File: src/rtl/music_pkg.sv
// rtl/music_pkg.sv - shared types and sizing for the song sequencer
// Holds the sequencer FSM state enum, ROM word field widths and the default
// song length. No ports.
package music_pkg;
    localparam int NOTES_PER_SONG_DEF = 32;
    localparam int NOTE_W_DEF         = 6;
    localparam int SONG_W             = 2;

    typedef enum logic [2:0] {
        IDLE,
        FETCH,
        WAIT_ROM,
        LOAD,
        WAIT_DONE,
        ADVANCE,
        DONE
    } seq_state_e;

    // ROM word is {note, duration}, both note_w wide.
    function automatic int rom_word_w(input int note_w);
        return 2 * note_w;
    endfunction
endpackage

File: src/rtl/note_sequencer_if.sv
// rtl/note_sequencer_if.sv - song ROM and note player bundle
// Signals: rom_addr/rom_data (song ROM), new_note/note/duration/note_done
// (note player handshake), song_done (end-of-song pulse).
// master: sequencer side; slave: ROM + note player side.
interface note_sequencer_if
    import music_pkg::*;
#(
    parameter int NOTES_PER_SONG = NOTES_PER_SONG_DEF,
    parameter int NOTE_W         = NOTE_W_DEF
);
    localparam int ADDR_W = SONG_W + $clog2(NOTES_PER_SONG);

    logic [ADDR_W-1:0]             rom_addr;
    logic [rom_word_w(NOTE_W)-1:0] rom_data;
    logic                          new_note;
    logic [NOTE_W-1:0]             note;
    logic [NOTE_W-1:0]             duration;
    logic                          note_done;
    logic                          song_done;

    modport master (
        output rom_addr, new_note, note, duration, song_done,
        input  rom_data, note_done
    );

    modport slave (
        input  rom_addr, new_note, note, duration, song_done,
        output rom_data, note_done
    );
endinterface

File: src/rtl/counter_n.sv
// rtl/counter_n.sv - generic up counter with enable and synchronous clear
// Ports: clk, reset (async, active-high), en (count up), clr (sync clear,
// wins over en), count (current value).
module counter_n #(
    parameter int WIDTH = 5
) (
    input  logic             clk,
    input  logic             reset,
    input  logic             en,
    input  logic             clr,
    output logic [WIDTH-1:0] count
);
    logic [WIDTH-1:0] count_q;
    logic [WIDTH-1:0] count_d;

    always_comb begin
        count_d = count_q;
        if (clr) begin
            count_d = '0;
        end else if (en) begin
            count_d = count_q + 1'b1;
        end
    end

    always_ff @(posedge clk or posedge reset) begin
        if (reset) begin
            count_q <= '0;
        end else begin
            count_q <= count_d;
        end
    end

    assign count = count_q;
endmodule

File: src/rtl/note_sequencer.sv
// rtl/note_sequencer.sv - steps through a song ROM and hands notes to a player
// Ports: clk, reset (async, active-high), play (level, run/pause),
// reset_play (sync pulse, restart song), song (upper ROM address bits),
// bus (master side: rom_addr/rom_data, new_note/note/duration/note_done,
// song_done).
// Optional: SEQ_END_MARK_EN makes a duration=0 word end the song early.
module note_sequencer
    import music_pkg::*;
#(
    parameter int NOTES_PER_SONG = NOTES_PER_SONG_DEF,
    parameter int NOTE_W         = NOTE_W_DEF
) (
    input  logic              clk,
    input  logic              reset,
    input  logic              play,
    input  logic              reset_play,
    input  logic [SONG_W-1:0] song,
    note_sequencer_if.master  bus
);
    localparam int                IDX_W    = $clog2(NOTES_PER_SONG);
    localparam logic [IDX_W-1:0] LAST_IDX = IDX_W'(NOTES_PER_SONG - 1);

    seq_state_e        state_q, state_d;
    logic              new_note_q, new_note_d;
    logic              song_done_q, song_done_d;
    logic [NOTE_W-1:0] note_q, note_d;
    logic [NOTE_W-1:0] duration_q, duration_d;

    logic [IDX_W-1:0]  note_idx;
    logic              idx_en;
    logic              idx_clr;
    logic              end_mark;
    logic [NOTE_W-1:0] rom_note;
    logic [NOTE_W-1:0] rom_dur;

    assign {rom_note, rom_dur} = bus.rom_data;

`ifdef SEQ_END_MARK_EN
    assign end_mark = (rom_dur == '0);
`else
    assign end_mark = 1'b0;
`endif

    counter_n #(
        .WIDTH (IDX_W)
    ) u_note_idx (
        .clk   (clk),
        .reset (reset),
        .en    (idx_en),
        .clr   (idx_clr),
        .count (note_idx)
    );

    always_comb begin
        state_d     = state_q;
        new_note_d  = 1'b0;
        song_done_d = 1'b0;
        note_d      = note_q;
        duration_d  = duration_q;
        idx_en      = 1'b0;
        idx_clr     = 1'b0;

        if (reset_play) begin
            // Restart wins over everything, including a coincident note_done.
            state_d    = IDLE;
            note_d     = '0;
            duration_d = '0;
            idx_clr    = 1'b1;
        end else begin
            case (state_q)
                IDLE: begin
                    if (play) state_d = FETCH;
                end
                FETCH: begin
                    state_d = WAIT_ROM;
                end
                WAIT_ROM: begin
                    // ROM word is valid now; capture it so note/duration and
                    // the new_note pulse are registered during LOAD. An end
                    // mark leaves the previous note held and pulses nothing.
                    state_d = LOAD;
                    if (!end_mark) begin
                        note_d     = rom_note;
                        duration_d = rom_dur;
                        new_note_d = 1'b1;
                    end
                end
                LOAD: begin
                    if (new_note_q) begin
                        state_d = WAIT_DONE;
                    end else begin
                        state_d     = DONE;
                        song_done_d = 1'b1;
                    end
                end
                WAIT_DONE: begin
                    if (bus.note_done) state_d = ADVANCE;
                end
                ADVANCE: begin
                    // The last slot never increments; it returns to 0 via DONE.
                    if (note_idx == LAST_IDX) begin
                        state_d     = DONE;
                        song_done_d = 1'b1;
                    end else if (play) begin
                        idx_en  = 1'b1;
                        state_d = FETCH;
                    end
                end
                DONE: begin
                    idx_clr = 1'b1;
                    state_d = IDLE;
                end
                default: begin
                    state_d = IDLE;
                end
            endcase
        end
    end

    always_ff @(posedge clk or posedge reset) begin
        if (reset) begin
            state_q     <= IDLE;
            new_note_q  <= 1'b0;
            song_done_q <= 1'b0;
            note_q      <= '0;
            duration_q  <= '0;
        end else begin
            state_q     <= state_d;
            new_note_q  <= new_note_d;
            song_done_q <= song_done_d;
            note_q      <= note_d;
            duration_q  <= duration_d;
        end
    end

    assign bus.rom_addr  = {song, note_idx};
    assign bus.new_note  = new_note_q;
    assign bus.song_done = song_done_q;
    assign bus.note      = note_q;
    assign bus.duration  = duration_q;
endmodule

File: src/flat_wrapper.sv
// flat-port wrapper written by rule: the top's interface ports become plain ports
module note_sequencer_flat import music_pkg::*;
#(
    parameter int NOTES_PER_SONG = NOTES_PER_SONG_DEF,
    parameter int NOTE_W         = NOTE_W_DEF
)
  (clk, reset, play, reset_play, song, bus_rom_addr, bus_new_note, bus_note, bus_duration, bus_song_done, bus_rom_data, bus_note_done);
  note_sequencer_if #(.NOTES_PER_SONG(NOTES_PER_SONG), .NOTE_W(NOTE_W)) bus_i ();
  input  logic clk;
  input  logic reset;
  input  logic play;
  input  logic reset_play;
  input  logic [SONG_W-1:0] song;
  output wire logic [$bits(bus_i.rom_addr)-1:0] bus_rom_addr;
  output wire logic [$bits(bus_i.new_note)-1:0] bus_new_note;
  output wire logic [$bits(bus_i.note)-1:0] bus_note;
  output wire logic [$bits(bus_i.duration)-1:0] bus_duration;
  output wire logic [$bits(bus_i.song_done)-1:0] bus_song_done;
  input wire logic [$bits(bus_i.rom_data)-1:0] bus_rom_data;
  input wire logic [$bits(bus_i.note_done)-1:0] bus_note_done;
  assign bus_rom_addr = bus_i.rom_addr;
  assign bus_new_note = bus_i.new_note;
  assign bus_note = bus_i.note;
  assign bus_duration = bus_i.duration;
  assign bus_song_done = bus_i.song_done;
  assign bus_i.rom_data = bus_rom_data;
  assign bus_i.note_done = bus_note_done;
  note_sequencer #(.NOTES_PER_SONG(NOTES_PER_SONG), .NOTE_W(NOTE_W)) u_core (.clk(clk), .reset(reset), .play(play), .reset_play(reset_play), .song(song), .bus(bus_i));
endmodule
File: config.mk
export PLATFORM = sky130hd
export DESIGN_NAME = note_sequencer_flat
export DESIGN_NICKNAME = d
export VERILOG_FILES = /design/src/rtl/music_pkg.sv /design/src/rtl/note_sequencer_if.sv /design/src/rtl/counter_n.sv /design/src/rtl/note_sequencer.sv /design/src/flat_wrapper.sv
export SDC_FILE = /design/constraint.sdc
export NUM_CORES = 1
export LEC_CHECK = 0
export ABC_AREA = 1
export CAP_MARGIN = 20
export CORE_UTILIZATION = 30
export DETAILED_ROUTE_END_ITERATION = 10
export GPL_ROUTABILITY_DRIVEN = 1
export PLACE_DENSITY_LB_ADDON = 0.25
export SYNTH_ARGS = -nofsm -noshare
export SYNTH_HDL_FRONTEND = slang
export SYNTH_HIERARCHICAL = 1
export SYNTH_SLANG_ARGS = --single-unit
File: constraint.sdc
create_clock -name clk -period 2.45 [get_ports clk]
set_clock_uncertainty 0.2 [all_clocks]
set_input_delay 0.735 -clock clk [delete_from_list [all_inputs] [get_ports clk]]
set_output_delay 0.735 -clock clk [all_outputs]
set_load 0.01 [all_outputs]
* After elaboration in Yosys (flattened, before gate mapping)
Index checks and enable logic that the tools add are counted.
** Word-level totals
- Memories kept :: 0
- Memory bits (read-only) :: 0
- Register bits after elaboration :: 22
- Logic and storage cells :: 42
- Output and inout bits :: 21
- Input port bits :: 19
- Bits in latches :: 0
- RAM bits :: 0
** Operators by class
- Divide/modulo/power cells :: 0
- $lt $le $gt $ge :: 0
- Reductions and logical operators :: 3
- Add/sub/neg operators :: 1
- Shifts and indexed selects :: 0
- Muxes and demuxes :: 24
- $mul :: 0
- Eq/ne operators :: 8
- Bitwise logic cells :: 0
** Operator list (number)
- $mux 6 :: 4
- $pmux 3 s6 :: 1
- $mux 3 :: 4
- $mux 1 :: 11
- $mux 5 :: 2
- $eq 3x3->1 const B :: 3
- $eq 3x2->1 const B :: 2
- $add 5x1->5 const B :: 1
- $eq 5x5->1 const B :: 1
- $reduce_bool 2->1 :: 2
- $eq 3x1->1 const B :: 1
- $logic_not 3->1 :: 1
- $ne 3x3->1 const B :: 1
- $mux 2 :: 1
- $pmux 1 s2 :: 1

* Depth between registers and ports, before layout
- Word-level depth :: 6
- Depth in mapped cells :: 10
- Depth with buffers taken out :: 10

* Modules after synthesis
Netlist, hierarchy kept.
** By module, submodules not included
- note_sequencer :: area each 824.5 µm², sequential area each 425.4 µm², cells an instance 99, instances 1
- counter_n :: area each 260.2 µm², sequential area each 125.1 µm², cells an instance 33, instances 1

* Least setup slack after synthesis
Ideal clock, no wire load.
- Path kind :: input to register
- Start :: in reset_play
- End :: reg u_core.u_note_idx.count_q[3], in the netlist u_core/u_note_idx/count[3]
- Cell stages on the path :: 8
- Buffers on the path :: 1
- Slack :: 0.610 ns
- Setup time :: 0.119 ns
- Data required time :: 2.131 ns
- Arrival :: 1.521 ns
- Cells stage by stage :: inv_1 > buf_6 > a21oi_1 > nor2_2 > nor2_2 > nand3_1 > nand2_1 > nor2_1
** Between the ends
- Longest elaborated chain between the ends :: 2
- Elaborated cells between the ends (all ways) :: 4
- Classes of those cells :: mux: 3; reduce/logical: 1
** RTL lines
- start, declared :: line flat_wrapper.sv:12 : input logic reset_play;
- $mux 1 * :: line note_sequencer.sv:63 : if (reset_play) begin
- named net u_core.idx_clr :: line note_sequencer.sv:31 : logic idx_clr;
- $mux 5 or $reduce_bool 2->1 (tied branches)
- end signal, assigned :: line counter_n.sv:29 : count_q <= count_d;
- end, declared :: line counter_n.sv:13 : logic [WIDTH-1:0] count_q;
The timed path passes the listed nets; every way through them passes the cells marked *.
A chain may end at the register's enable or synchronous reset.

* Final worst setup path
- Start :: reg u_core.u_note_idx.count_q[0], in the netlist u_core/u_note_idx/count[0]
- End :: out bus_rom_addr[0]
** RTL lines
- end, declared :: line flat_wrapper.sv:14 : output wire logic [$bits(bus_i.rom_addr)-1:0] bus_rom_addr;
No word-level cell between the ends.

==> reports/metrics.yaml <==
floorplan:
  start_util_pct: 32.00
  dieArea_mm2: 0.003860
  die_h_um: 62.13
  core-area_mm2: 0.003390
  die_x_um: 62.13
  io_pins: 40
  rows: 21
grt:
  grt_pass1_wl_um: 3967
  overflow: 0
  grt_pass1_vias: 964
  grt_max_degree: 18
  grt.total_usage_pct: 13.00
  antenna_found_initial: 0
route:
  wl_per_cell_um: 10.81
  totalWireLength_um: 2336
  via_per_inst: 4.486
  drc: 0
  dr.pass1.iters: 4
  antenna_left: 0
  routed-via-count: 969
  drt-initial-drc-count: 38
layout:
  fill_cells: 346
  multi_input_area_um2: 414.1
  seqCellArea_um2: 550.5
  area.growth.synth_to_final_pct: 39.22
  diodes: 0
  fin_util_pct: 44.56
  layout-drive-gt1-share_pct: 10.00
  final_nets: 191
  layoutNonFillerInstCount: 216
run_status:
  status: "finished clean"
critical_path:
  cp-end-kind: "output pin"
  path_class: "reg2out"
  crit_chain: "clkdlybuf4s50_1"
  cp_max_fo: 5
  critPathMaxStageDelay_ns: 0.57
  cp.required_ns: 1.51
  startpoint_type: "flip-flop"
  rrSetupSlack_ns: 0.62
  critPathArrivalTime_ns: 1.34
  crit_slowest_cell: "clkdlybuf4s50_1"
  crit_buf_inv: 1
  crit_start: "u_core/u_note_idx/count[0]$_DFFE_PP0P_"
  path_delay_family: "buffers and inverters"
  reg2reg_from: "u_core/state_q[1]$_DFFE_PP0P_"
clock_network:
  cts_made_buffers: 3
  hold_buffers: 0
  cts_tree: "built"
  clk_latency_ns: 0.31
  clkTransAtPathRegs_ns: 0.11
  cts-root-buf: "clkbuf_4"
  post_cts_resized: 0
  cts_setup_buffers: 0
  h-tree-depth: 1
  cts_buffer_depth: 2
  clkSinkCount: 22
pwr:
  p_leak_nw: 0.7486
  p_per_area_mw_per_mm2: 507.4
  ir_drop_mv: 0.2405
timing:
  setup_viol: 0
  hold_ws_ns: 0.3283
  fmax_mhz: 439.6
  timing.final.max_slew_violations: 0
  slew_headroom_pct: 75.75
  worst_slew_pin_slew_ns: 0.3609
  period_share_pct: 92.86
  rsz0062_at_grt: "false"
  hold_violations: 0
  tns_ns: 0
  period_needed_ns: 2.275
  fin_ws_ns: 0.1750
place:
  numPortBuffers: 35
  gp_congestion: 0.8216
  hpwl_um: 1753
  pre_cts_ws_ns: 0.1220
  dp_cells: 212
worst_hold_path:
  worstHoldPathType: "reg2reg"
  hp-start: "u_core/bus.duration[4]$_DFFE_PP0P_"
yosys:
  syn_nets: 152
  seq_area_frac_synth_pct: 50.75
  ys_warn_count: 6
  syn_inst: 132
  yosysUniqueCellTypes: 19
  synth_area_mm2: 0.001085
  syn_area_per_cell_um2: 8.218
  ys_ff_latch: 22
run:
  cap_violations: 0
[kinds of logic (layout without fill, tap and decap cells)]
family,after synthesis,in the layout,share of synthesized area (%)
DFF,22,22,50.75
adders and majority gates,1,1,1.153
AOI/OAI and AO/OA,11,11,5.306
buffers and inverters,24,62,11.07
and+or+nand+nor,73,73,30.91
xor gates and xnor gates,1,1,0.8075
[placed cells by master, fill, tap and decap left out]
cell / count
nand2_1: 40
clkdlybuf4s50_1: 35
dfrtp_1: 22
nand3_1: 19
inv_1: 17
a21oi_1: 8
nor2_1: 4
buf_4: 4
clkbuf_4: 3
nor2_2: 3
inv_2: 2
nor2_4: 2
nand4_1: 2
o21ai_0: 2
clkbuf_8: 1
nand2_2: 1
o211ai_1: 1
nand3_2: 1
nor3_1: 1
xnor2_1: 1
ha_1: 1
[synthesized netlist by cell type (all sizes together)]
master / instances / area share [%]
nand4: 2 / 1.2
ha: 1 / 1.2
nand2: 41 / 14
inv: 19 / 6.6
nor2: 9 / 5.2
nand3: 20 / 9.7
nor3: 1 / 0.46
o21ai: 2 / 0.92
o211ai: 1 / 0.69
buf: 5 / 4.5
dfrtp: 22 / 51
a21oi: 8 / 3.7
xnor2: 1 / 0.81
[where the power goes]
part / internal (W) / switching [W]
logic: 0.0000793 / 0.0000839
clock network: 0.0000908 / 0.000109
registers: 0.000386 / 0.0000177
[flip-flops by register name, summed over array words and instances (netlist names)]
signal,cells
u_core/bus.note,6
u_core/u_note_idx/count,5
u_core/bus.new_note,1
u_core/state_q,3
u_core/bus.duration,6
u_core/bus.song_done,1
[routing by layer]
layer  GRT usage, %  share of wire [%]
met5              0                  0
met4          7.849                2.3
met3          2.574                6.3
met2          21.84                 45
met1          15.24                 46
[per-stage QoR]
step / power, W / cell area, um^2
floorplan: 0.0005001 / 1085
global placement: 0.0005723 / 1474
detailed placement: 0.0005745 / 1474
CTS: 0.0007839 / 1510
global route: 0.0008134 / 1510
finish: 0.0007663 / 1510
[cell type report]
type	instances	share of cell area, %
clock buffers	4	2.403
repair buffers	39	25.19
flip-flops and latches	22	36.45
well taps	46	3.811
multi-input cells	86	27.42
inverters	19	4.722
[path summary, 6_finish.rpt]
check                                                               to  depth (start not counted)
worst max register to register  u_core/u_note_idx/count[3]$_DFFE_PP0P_                         10
max in group asynchronous           u_core/bus.duration[4]$_DFFE_PP0P_                          3
min in group asynchronous       u_core/u_note_idx/count[4]$_DFFE_PP0P_                          2
worst max-delay path                                   bus_rom_addr[0]                          1
worst min-delay path                u_core/bus.duration[4]$_DFFE_PP0P_                          2
worst min register to register      u_core/bus.duration[4]$_DFFE_PP0P_                          2
Power figures use the tool's default switching activity.
